==> src/rtl/alu_seq.sv <==
// rtl/alu_seq.sv - multi-cycle integer ALU with iterative shifter (ALU_SEQ_FAST_SHIFT_EN selects a barrel shifter)
module alu_seq #(
    parameter int XLEN = 32
) (
    input  logic            clk,
    input  logic            rst,
    input  logic            in_valid,
    output logic            in_ready,
    input  logic [3:0]      alu_op,
    input  logic [XLEN-1:0] a,
    input  logic [XLEN-1:0] b,
    output logic            out_valid,
    input  logic            out_ready,
    output logic [XLEN-1:0] result,
    output logic            zero
);

    localparam int SHW = $clog2(XLEN);

`ifdef ALU_SEQ_FAST_SHIFT_EN
    typedef enum logic [1:0] {
        IDLE = 2'd0,
        DONE = 2'd2
    } state_t;
`else
    typedef enum logic [1:0] {
        IDLE  = 2'd0,
        SHIFT = 2'd1,
        DONE  = 2'd2
    } state_t;
`endif

    state_t          state;
    state_t          state_next;
    logic [SHW-1:0]  shamt;
    logic [XLEN-1:0] eval_res;

    assign shamt = b[SHW-1:0];

    // Single-cycle evaluation; shifts use a barrel shifter, which for
    // shamt=0 degenerates to passing a through in the iterative build.
    function automatic logic [XLEN-1:0] alu_eval(
        input logic [3:0]      op,
        input logic [XLEN-1:0] x,
        input logic [XLEN-1:0] y,
        input logic [SHW-1:0]  sh
    );
        logic [XLEN-1:0] r;
        case (op)
            4'b0000: r = x + y;
            4'b0001: r = x - y;
            4'b0010: r = {{(XLEN-1){1'b0}}, ($signed(x) < $signed(y))};
            4'b0011: r = {{(XLEN-1){1'b0}}, (x < y)};
            4'b0100: r = x & y;
            4'b0101: r = x | y;
            4'b0110: r = x ^ y;
            4'b1000: r = x << sh;
            4'b1001: r = x >> sh;
            4'b1011: r = $signed(x) >>> sh;
            default: r = x + y;
        endcase
        return r;
    endfunction

    assign eval_res = alu_eval(alu_op, a, b, shamt);

`ifndef ALU_SEQ_FAST_SHIFT_EN
    logic            is_shift;
    logic [1:0]      sop;
    logic [XLEN-1:0] work;
    logic [XLEN-1:0] work_next;
    logic [SHW-1:0]  cnt;

    assign is_shift = (alu_op == 4'b1000) || (alu_op == 4'b1001) || (alu_op == 4'b1011);

    // One-bit shift step of the working register, kind chosen by op[1:0].
    always_comb begin
        work_next = work;
        case (sop)
            2'b00:   work_next = {work[XLEN-2:0], 1'b0};
            2'b01:   work_next = {1'b0, work[XLEN-1:1]};
            2'b11:   work_next = {work[XLEN-1], work[XLEN-1:1]};
            default: work_next = work;
        endcase
    end
`endif

    // State register; reset discards any operation in flight.
    always_ff @(posedge clk) begin
        if (rst) begin
            state <= IDLE;
        end else begin
            state <= state_next;
        end
    end

    // Next-state and handshake outputs; outputs depend on state only.
    always_comb begin
        state_next = state;
        in_ready   = 1'b0;
        out_valid  = 1'b0;
        case (state)
            IDLE: begin
                in_ready = 1'b1;
                if (in_valid) begin
`ifdef ALU_SEQ_FAST_SHIFT_EN
                    state_next = DONE;
`else
                    state_next = (is_shift && (shamt != '0)) ? SHIFT : DONE;
`endif
                end
            end
`ifndef ALU_SEQ_FAST_SHIFT_EN
            SHIFT: begin
                if (cnt == SHW'(1)) begin
                    state_next = DONE;
                end
            end
`endif
            DONE: begin
                out_valid = 1'b1;
                if (out_ready) begin
                    state_next = IDLE;
                end
            end
            default: state_next = IDLE;
        endcase
    end

    // Datapath: latch the result on accept, or run the iterative shifter.
    always_ff @(posedge clk) begin
        if (rst) begin
            result <= '0;
            zero   <= 1'b0;
`ifndef ALU_SEQ_FAST_SHIFT_EN
            work   <= '0;
            cnt    <= '0;
            sop    <= 2'b00;
`endif
        end else begin
            case (state)
                IDLE: begin
                    if (in_valid) begin
`ifdef ALU_SEQ_FAST_SHIFT_EN
                        result <= eval_res;
                        zero   <= (eval_res == '0);
`else
                        if (is_shift && (shamt != '0)) begin
                            work <= a;
                            cnt  <= shamt;
                            sop  <= alu_op[1:0];
                        end else begin
                            result <= eval_res;
                            zero   <= (eval_res == '0);
                        end
`endif
                    end
                end
`ifndef ALU_SEQ_FAST_SHIFT_EN
                SHIFT: begin
                    work <= work_next;
                    cnt  <= cnt - SHW'(1);
                    if (cnt == SHW'(1)) begin
                        result <= work_next;
                        zero   <= (work_next == '0);
                    end
                end
`endif
                default: begin
                end
            endcase
        end
    end

endmodule

==> config.mk <==
export PLATFORM = sky130hd
export DESIGN_NAME = alu_seq
export DESIGN_NICKNAME = d
export VERILOG_FILES = /design/src/rtl/alu_seq.sv
export SDC_FILE = /design/constraint.sdc
export NUM_CORES = 1
export LEC_CHECK = 0
export BUFFER_PORTS_ARGS = -buffer_cell sky130_fd_sc_hd__buf_2
export CAP_MARGIN = 20
export CORE_ASPECT_RATIO = 1.2
export CORE_MARGIN = 5
export CORE_UTILIZATION = 45
export DETAILED_ROUTE_END_ITERATION = 6
export PLACE_DENSITY = 0.75
export SLEW_MARGIN = 20
export SYNTH_ARGS = -nofsm -noshare
export SYNTH_HDL_FRONTEND = slang
export SYNTH_SLANG_ARGS = --single-unit
export TNS_END_PERCENT = 100
==> constraint.sdc <==
create_clock -name clk -period 6.1 [get_ports clk]
set_input_delay 0.305 -clock clk [delete_from_list [all_inputs] [get_ports clk]]
set_output_delay 0.305 -clock clk [all_outputs]
set_load 0.03 [all_outputs]
=== Word-level counts from Yosys, hierarchy flattened ===
Index checks and enable logic that the tools add are counted.

* RAM bits: 0
* Output and inout bits: 35
* Word-level logic and storage cells: 72
* Bits of input ports: 72
* Bits in read-only memories: 0
* Memories: 0
* Latch bits: 0
* Bits in registers: 74

* Reductions and logical operators: 13
* Mux-type cells: 23
* Bitwise logic cells: 3
* $add $sub $neg: 3
* Magnitude comparators: 2
* Eq/ne operators: 19
* Divide/modulo/power cells: 0
* Shift-type cells: 3
* $mul: 0

{| class="wikitable"
|+ Operators by type and width
! kind !! number
|-
| 32-bit one-hot mux with 9 select lines || 1
|-
| 32-bit 2-to-1 mux || 5
|-
| 32-bit one-hot mux with 2 select lines || 2
|-
| 32-bit one-hot mux with 3 select lines || 1
|-
| 32-bit zero test || 2
|-
| 32-bit less-than comparator || 2
|-
| 32-bit adder || 1
|-
| 32-bit AND || 1
|-
| 32-bit OR || 1
|-
| 32-bit by 5-bit << shifter with 32-bit output || 1
|-
| 32-bit by 5-bit right shift with 32-bit output || 1
|-
| 32-bit by 5-bit >>> shifter with 32-bit output || 1
|-
| 32-bit subtractor || 1
|-
| 32-bit bitwise XOR || 1
|-
| 4-bit by 3-bit == test with 1-bit output, second input constant || 3
|-
| 4-bit == test, second input constant || 3
|-
| 5-bit 2-to-1 mux || 2
|-
| 2-bit != test, second input constant || 5
|-
| 5-bit one-hot mux with 2 select lines || 1
|-
| 3-bit AND reduction || 3
|-
| 4-bit by 2-bit == test with 1-bit output, second input constant || 2
|-
| 2-bit 2-to-1 mux || 4
|-
| 2-bit one-hot mux with 3 select lines || 1
|-
| 5-bit by 1-bit == test with 1-bit output, second input constant || 1
|-
| 12 further kinds || 20
|}

=== Logic depth before layout (Yosys ltp) ===
Gate-level depths: netlist (run 1).

* Word-level depth: 7
* Gate-level depth with buffers: 18
* Mapped depth without buffers: 15

=== Worst setup path before layout (run 1) ===
No wires, ideal clock.

* Kind: input to register
* Start: input port b[2]
* End: register zero
* Setup slack: 1.684 ns
* Library setup time: 0.069 ns
* Arrival: 4.347 ns
* Path buffers: 5
* Cell stages on the path: 18
* Path through: buf_2 -> inv_1 -> buf_2 -> buf_1 -> buf_1 -> ha_1 -> buf_2 -> a21o_1 -> a221o_1 -> o22a_2 -> a31o_1 -> a221o_1 -> a221o_1 -> a211o_1 -> a31o_2 -> nor4_1 -> nand4_1 -> o21ai_1

* Word-level cells in the longest chain between the ends: 6

{| class="wikitable"
|+ Ends and longest elaborated chain
! what !! line !! RTL
|-
| start: declaration || 11 || <nowiki>input logic [XLEN-1:0] b,</nowiki>
|-
| 32-bit adder (tied with other cells) || 50, 60 ||
|-
| 32-bit one-hot mux with 9 select lines || 49 || <nowiki>case (op)</nowiki>
|-
| 32-bit zero test || 154 || <nowiki>zero <= (eval_res == '0);</nowiki>
|-
| 1-bit 2-to-1 mux || 148 || <nowiki>if (is_shift && (shamt != '0)) begin</nowiki>
|-
| 1-bit 2-to-1 mux || 143 || <nowiki>if (in_valid) begin</nowiki>
|-
| 1-bit one-hot mux with 2 select lines || 141 || <nowiki>case (state)</nowiki>
|-
| end signal: assignment || 154 ||
|-
| end signal: assignment || 165 || <nowiki>zero <= (work_next == '0);</nowiki>
|-
| end: declaration || 15 || <nowiki>output logic zero</nowiki>
|}

Several ways; a longest one is shown, not always the timed one. The select of a mux whose other input is x is not followed.
A chain may end at the register's enable or synchronous reset.

=== Final worst setup path (run 1) ===
* Start: input port b[1]
* End: register zero

The elaborated chain is that of the path after synthesis.

==> flow_metrics.py, run 1 <==
metrics = {
    "clock_tree": {
        "postCtsHoldBufs": 0,
        "root_buffer": "clkbuf_16",
        "post_cts_buffers": 0,
        "clock_path_buffers": 2,
        "cts_tree": "done",
        "clkTransAtPathRegs_ns": 0.06,
        "clock-sinks": 74,
        "h-tree-depth": 3,
        "clk_latency_ns": 0.34,
        "cts_resized": 0,
        "cts_buffers": 9,
    },
    "cells_and_area": {
        "syn_to_final_growth_pct": 6.40,
        "drive_above_1_share": 0.145,
        "fin_area_sq_um": 14700,
        "post-route-util": 0.484,
        "nets": 2090,
        "fill_cells": 3134,
    },
    "floorplanning": {
        "io_pins": 107,
        "rows": 70,
        "die_x_um": 170,
        "die_area_sq_um": 34400,
        "chipHeight_um": 202,
        "core_area_sq_um": 30500,
        "start_util": 0.455,
    },
    "placed_design": {
        "hpwl_um": 55300,
        "place_area_sq_um": 14500,
        "port-buffer-count": 106,
        "gp_congestion": 1.13,
    },
    "critical_path": {
        "slowest_delay_ns": 0.71,
        "cpMaxStageDelayCell": "o21ai_0",
        "path_buf_inv": 3,
        "worst_setup_path_end_kind": "flip-flop",
        "crit_arrival_ns": 5.01,
        "cp_max_fo": 26,
        "crit_required_ns": 6.38,
        "start_kind": "primary input",
        "worstPathCellList": "buf_2 -> inv_2 -> buf_4 -> ha_1 -> a21o_1 -> nand4_1 -> and2_1 -> o21ai_0 -> a21o_1 -> mux2i_1 -> o211ai_1 -> or4b_1 -> nor4_1 -> nand4_1 -> o21ai_1",
        "critical_path_class": "primary input to flip-flop",
        "crit_family": "simple AND/OR/NAND/NOR gates",
    },
    "sta": {
        "finalHoldViolCount": 0,
        "drv_slew": 0,
        "period_minus_slack_ns": 4.73,
        "fin_crit_sh": 0.776,
        "tightest_slew_ns": 1.07,
        "skew_ns": 0.00630,
        "fin_tns_setup_ns": 0,
        "rsz0062_at_grt": "false",
        "setup_violations": 0,
        "relSlewSlack": 0.270,
        "fmax_mhz": 211,
    },
    "logic_synthesis": {
        "yosysUniqueCellTypes": 100,
        "seq_area_frac_synth": 0.107,
        "synthTopCellsByArea": "dfxtp_1 (11%), ha_1 (8.9%), mux2i_1 (8.1%), mux4_2 (6.2%), a21oi_1 (6.1%)",
        "synth_most_common_cell": "nand2_1",
        "synth_area_sq_um": 13900,
        "synth_ff_type": "dfxtp_1",
        "netlist_instances": 1927,
        "yosysTopAreaCellShare": 0.107,
        "ys_warn_count": 0,
        "ys_ff_latch": 74,
        "synth_area_leader_cell": "dfxtp_1",
        "synthArstFlopShare": 0,
        "syn-num-nets": 2100,
        "post_synth.cell_area_avg_sq_um": 7.19,
        "synth_common_cells": "nand2_1 (221), nor2_1 (190), a21oi_1 (169)",
        "synth_edf_count": 0,
    },
    "global_route": {
        "grt_antenna_before_repair": 3,
        "overflow": 0,
        "grt_max_degree": 77,
        "first_global_vias": 15314,
        "gr-usage-met2": 0.605,
        "met1_usage": 0.527,
        "grt_util_met3": 0.0622,
        "grt_pass1_wl_um": 104000,
        "gr-usage-all-layers": 0.401,
        "busiest_layer": "met2",
    },
    "route": {
        "wl_per_cell_um": 31.1,
        "route.vias.total": 16511,
        "wl_um": 72000,
        "drcViolationCount": 0,
        "detail_route.first_pass.iterations": 6,
        "ant_nets": 0,
        "drt_iter0_markers": 2508,
        "routed_via_density": 7.12,
    },
    "power_and_ir_drop": {
        "p_int_mw": 1.26,
        "leakage_nw": 6.07,
        "peakVddDrop_mv": 0.217,
        "combPwrFrac": 0.576,
        "switchingPower_mw": 1.20,
        "power.density_nw_per_um2": 167,
        "switching_share": 0.490,
        "power_mw": 2.46,
        "p_clk_frac": 0.198,
        "seqPwrFrac": 0.226,
    },
    "hold_path": {
        "hold_class": "primary input to flip-flop",
    },
    "flow_run": {
        "cap_violations": 0,
    },
    "outcome": {
        "status": "finished, final reports clean",
    },
}
-- final timing paths --
check / from / to / slack, ns / cells past startpoint
worst min register to register: result[20] / result[20] / 0.45 / 2
worst max register to register: state[1] / zero / 2.56 / 8
worst max-delay path: b[1] / zero / 1.37 / 15
worst min-delay path: out_ready / state[1] / 0.23 / 3
-- state kept, by name, indices dropped and copies added (netlist names) --
register  count
zero          1
work         32
sop           2
cnt           5
result       32
state         2
-- kinds of logic after synthesis --
logic type | after synthesis | share of synthesized area
buf+inv | 264 | 0.0813
simple gates | 657 | 0.222
mux | 181 | 0.175
xor+xnor | 13 | 0.00822
compound gates | 637 | 0.314
flops | 74 | 0.107
fa+ha+maj | 101 | 0.0923
-- layout make-up --
| cell class | instances | area (sq um) | share of cell area |
|---|---|---|---|
| timing repair buffer | 144 | 843 | 0.0572 |
| multi-input combinational | 1589 | 11300 | 0.765 |
| clock inverter | 6 | 42.5 | 0.00289 |
| antenna | 1 | 2.50 | 0.000170 |
| sequential | 74 | 1480 | 0.101 |
| clock buffer | 9 | 225 | 0.0153 |
| inverter | 99 | 372 | 0.0252 |
| tap | 396 | 495 | 0.0336 |
-- worst register-to-register path, stage by stage (launching register included) --
cell	delay [ns]
dfxtp_1	0.69
nand2b_2	0.36
o2111ai_1	0.25
a31oi_1	0.63
nand4b_1	0.24
or4b_1	0.52
nor4_1	0.46
nand4_1	0.18
o21ai_1	0.15
-- metrics by stage --
step / std cells / worst slack (ns) / hold WS [ns]
after floorplan: 1927 / 1.68 / 0.457
after global placement: 2302 / 1.15 / 0.436
after detailed placement: 2302 / 1.27 / 0.444
after CTS: 2317 / 1.60 / 0.220
after global routing: 2317 / 1.30 / 0.241
final: 2318 / 1.37 / 0.226
-- per-layer routing --
| layer | share of wire | wire [um] |
|---|---|---|
| met1 | 0.38 | 27500 |
| met3 | 0.11 | 7600 |
| met2 | 0.43 | 30900 |
| met4 | 0.083 | 5980 |
| met5 | 0 | 0 |
-- power groups by stage --
stage / clock network [mW] / logic [mW] / registers (mW)
global placement: 0 / 1.35 / 0.564
CTS: 0.492 / 1.36 / 0.556
detailed placement: 0 / 1.35 / 0.566
global route: 0.512 / 1.48 / 0.562
finish: 0.487 / 1.42 / 0.556
floorplan: 0 / 0.852 / 0.596
-- cell usage in the layout, fill, tap and decap left out, drive strengths merged, types with 10 or more instances in the layout --
cell type and n:
ha 99, o31ai 15, o221ai 14, a211oi 47, nor2 191, nor4 17
and2 17, or3 13, nor3 42, a31oi 21, nand3 39, a21o 26
mux4 43, mux2 25, o21ai 94, a311oi 16, nand2 222, nand4 20
mux2i 113, and3b 10, a21oi 170, dfxtp 74, and3 11, nand2b 23
o211ai 53, inv 101, o22ai 44, nor2b 24, buf 144
No activity file was read; power rests on OpenSTA's default activity.
==> run 2: changes to the inputs <==
Settings changed: PLACE_DENSITY 0.75 to 0.77.
Clock period 6.1 ns to 4.2 ns, I/O delays scaled along.
==> run 2 against run 1 <==
Total power increased by 58%. Hold slack worse by 0.070 ns. Combinational power up 61%. Sequential cell count stayed put. Sequential power up 46%. Final cell count up 7.7%. Utilization up 4.7 points. Critical path depth did not move. Clock skew increased by 0.0026 ns.
==> flow_metrics.py, run 2 (synthesis gave the netlist of run 1 again) <==
metrics = {
    "outcome": {
        "status": "finished, final reports clean",
    },
    "cells_and_area": {
        "drive_above_1_share": 0.217,
        "largestRegisters": "result (32), work (32), cnt (5)",
        "post-route-util": 0.530,
        "fin_area_sq_um": 16200,
        "diodes": 0,
        "layout_commonest_cell": "nand2_1",
        "final_cell_mix": "nand2_1 (221), buf_4 (211), nor2_1 (189)",
        "nets": 2268,
        "syn_to_final_growth_pct": 16.6,
    },
    "route": {
        "route.met3.wl_um": 7410,
        "drt_iter0_markers": 2358,
        "wl_met1_um": 28700,
        "route.vias.total": 17200,
        "routed_via_density": 6.89,
        "wl_um": 74500,
        "detail_route.first_pass.iterations": 6,
        "drcViolationCount": 0,
        "ant_nets": 0,
        "wl_per_cell_um": 29.8,
        "dr_wl_met2_um": 32200,
        "top_layer": "met5",
    },
    "critical_path": {
        "cp_max_fo": 7,
        "start_kind": "primary input",
        "worst_setup_path_end_kind": "flip-flop",
        "path_buf_inv": 4,
        "cpMaxStageDelayCell": "or4b_1",
        "worstPathCellList": "buf_2 -> inv_1 -> ha_1 -> a21o_1 -> a31oi_1 -> buf_4 -> nand2_1 -> a221o_1 -> a211o_1 -> nand4b_1 -> or4b_1 -> nor4_1 -> buf_4 -> nand4_1 -> o21ai_1",
        "cp_common_cell": "buf_4",
        "crit_arrival_ns": 4.36,
        "crit_required_ns": 4.47,
        "crit_family": "simple AND/OR/NAND/NOR gates",
        "slowest_delay_ns": 0.56,
        "critical_path_class": "primary input to flip-flop",
    },
    "clock_tree": {
        "cts_tree": "done",
        "cts_buffers": 9,
        "clock-sinks": 74,
        "cts_resized": 0,
        "clkTransAtPathRegs_ns": 0.06,
        "root_buffer": "clkbuf_16",
        "post_cts_buffers": 0,
        "h-tree-depth": 3,
        "clock_path_buffers": 2,
        "postCtsHoldBufs": 0,
        "clk_latency_ns": 0.34,
    },
    "flow_run": {
        "cap_violations": 0,
    },
    "power_and_ir_drop": {
        "power.density_nw_per_um2": 240,
        "peakVddDrop_mv": 0.375,
        "leakage_nw": 6.96,
        "power_mw": 3.88,
    },
    "sta": {
        "skew_ns": 0.00892,
        "drv_slew": 0,
        "relSlewSlack": 0.293,
        "finalHoldViolCount": 0,
        "fmax_mhz": 244,
        "tightest_slew_ns": 1.06,
        "setup_violations": 0,
        "period_minus_slack_ns": 4.09,
        "rsz0062_at_grt": "false",
        "fin_crit_sh": 0.974,
    },
    "placed_design": {
        "gp_congestion": 1.09,
        "place_area_sq_um": 15900,
        "hpwl_um": 59800,
        "port-buffer-count": 106,
    },
    "global_route": {
        "grt_pass1_wl_um": 108000,
        "gr-usage-all-layers": 0.415,
        "overflow": 0,
        "first_global_vias": 16106,
        "grt_max_degree": 76,
        "grt_antenna_before_repair": 3,
    },
    "floorplanning": {
        "start_util": 0.455,
        "rows": 70,
        "core_area_sq_um": 30500,
        "die_x_um": 170,
        "die_area_sq_um": 34400,
        "io_pins": 107,
        "chipHeight_um": 202,
    },
    "hold_path": {
        "hold_class": "primary input to flip-flop",
    },
}
## run 2: cell types whose count changed in the layout (fill, tap and decap cells not counted), moves of 2 or more
cell / previous run / this run
inv_6: 2 / 0
buf_4: 37 / 211
clkinv_4: 0 / 3
buf_12: 2 / 6
clkinv_2: 2 / 0
## run 2: report_power, final
group / internal [mW] / switching (mW)
combinational: 0.842 / 1.44
clock: 0.479 / 0.307
sequential: 0.758 / 0.0532
total: 2.08 / 1.80
## run 2: metal layers
metal | up-vias | GRT usage
li1 | 7510 | -
met1 | 8243 | 0.541
met5 | - | 0
met3 | 256 | 0.0620
met2 | 1187 | 0.635
met4 | 4 | 0.268
## run 2: layout make-up
cell class / count / area [sq um]
Timing Repair Buffer: 322 / 2230
Clock buffer: 11 / 243
Clock inverter: 5 / 63.8
Fill cell: 3014 / 14300
Inverter: 99 / 372
Tap cell: 396 / 495
Multi-Input combinational cell: 1589 / 11300
Sequential cell: 74 / 1480
## run 2: path summary, 6_finish.rpt
path | end | depth (start not counted) | slack, ns | startpoint
worst max register to register | zero | 9 | 0.62 | state[1]
worst max-delay path | zero | 15 | 0.11 | a[4]
worst min-delay path | state[1] | 3 | 0.16 | out_ready
worst min register to register | result[23] | 2 | 0.45 | result[23]
## run 2: worst min-delay path: cells and delay by family
kind / cells / cell delay [ns]
compound gates: 1 / 0.06
buf+inv: 1 / 0.07
simple gates: 1 / 0.09
## run 2: stage by stage
stage                     hold WS, ns  TNS (ns)  setup slack (ns)  cells
after global placement          0.436   -0.0957           -0.0957   2480
after CTS                       0.151         0             0.319   2496
final                           0.156         0             0.109   2496
after global routing            0.161         0            0.0589   2496
after detailed placement        0.445   -0.0173           -0.0173   2480
after floorplan                 0.362         0           0.00931   1927
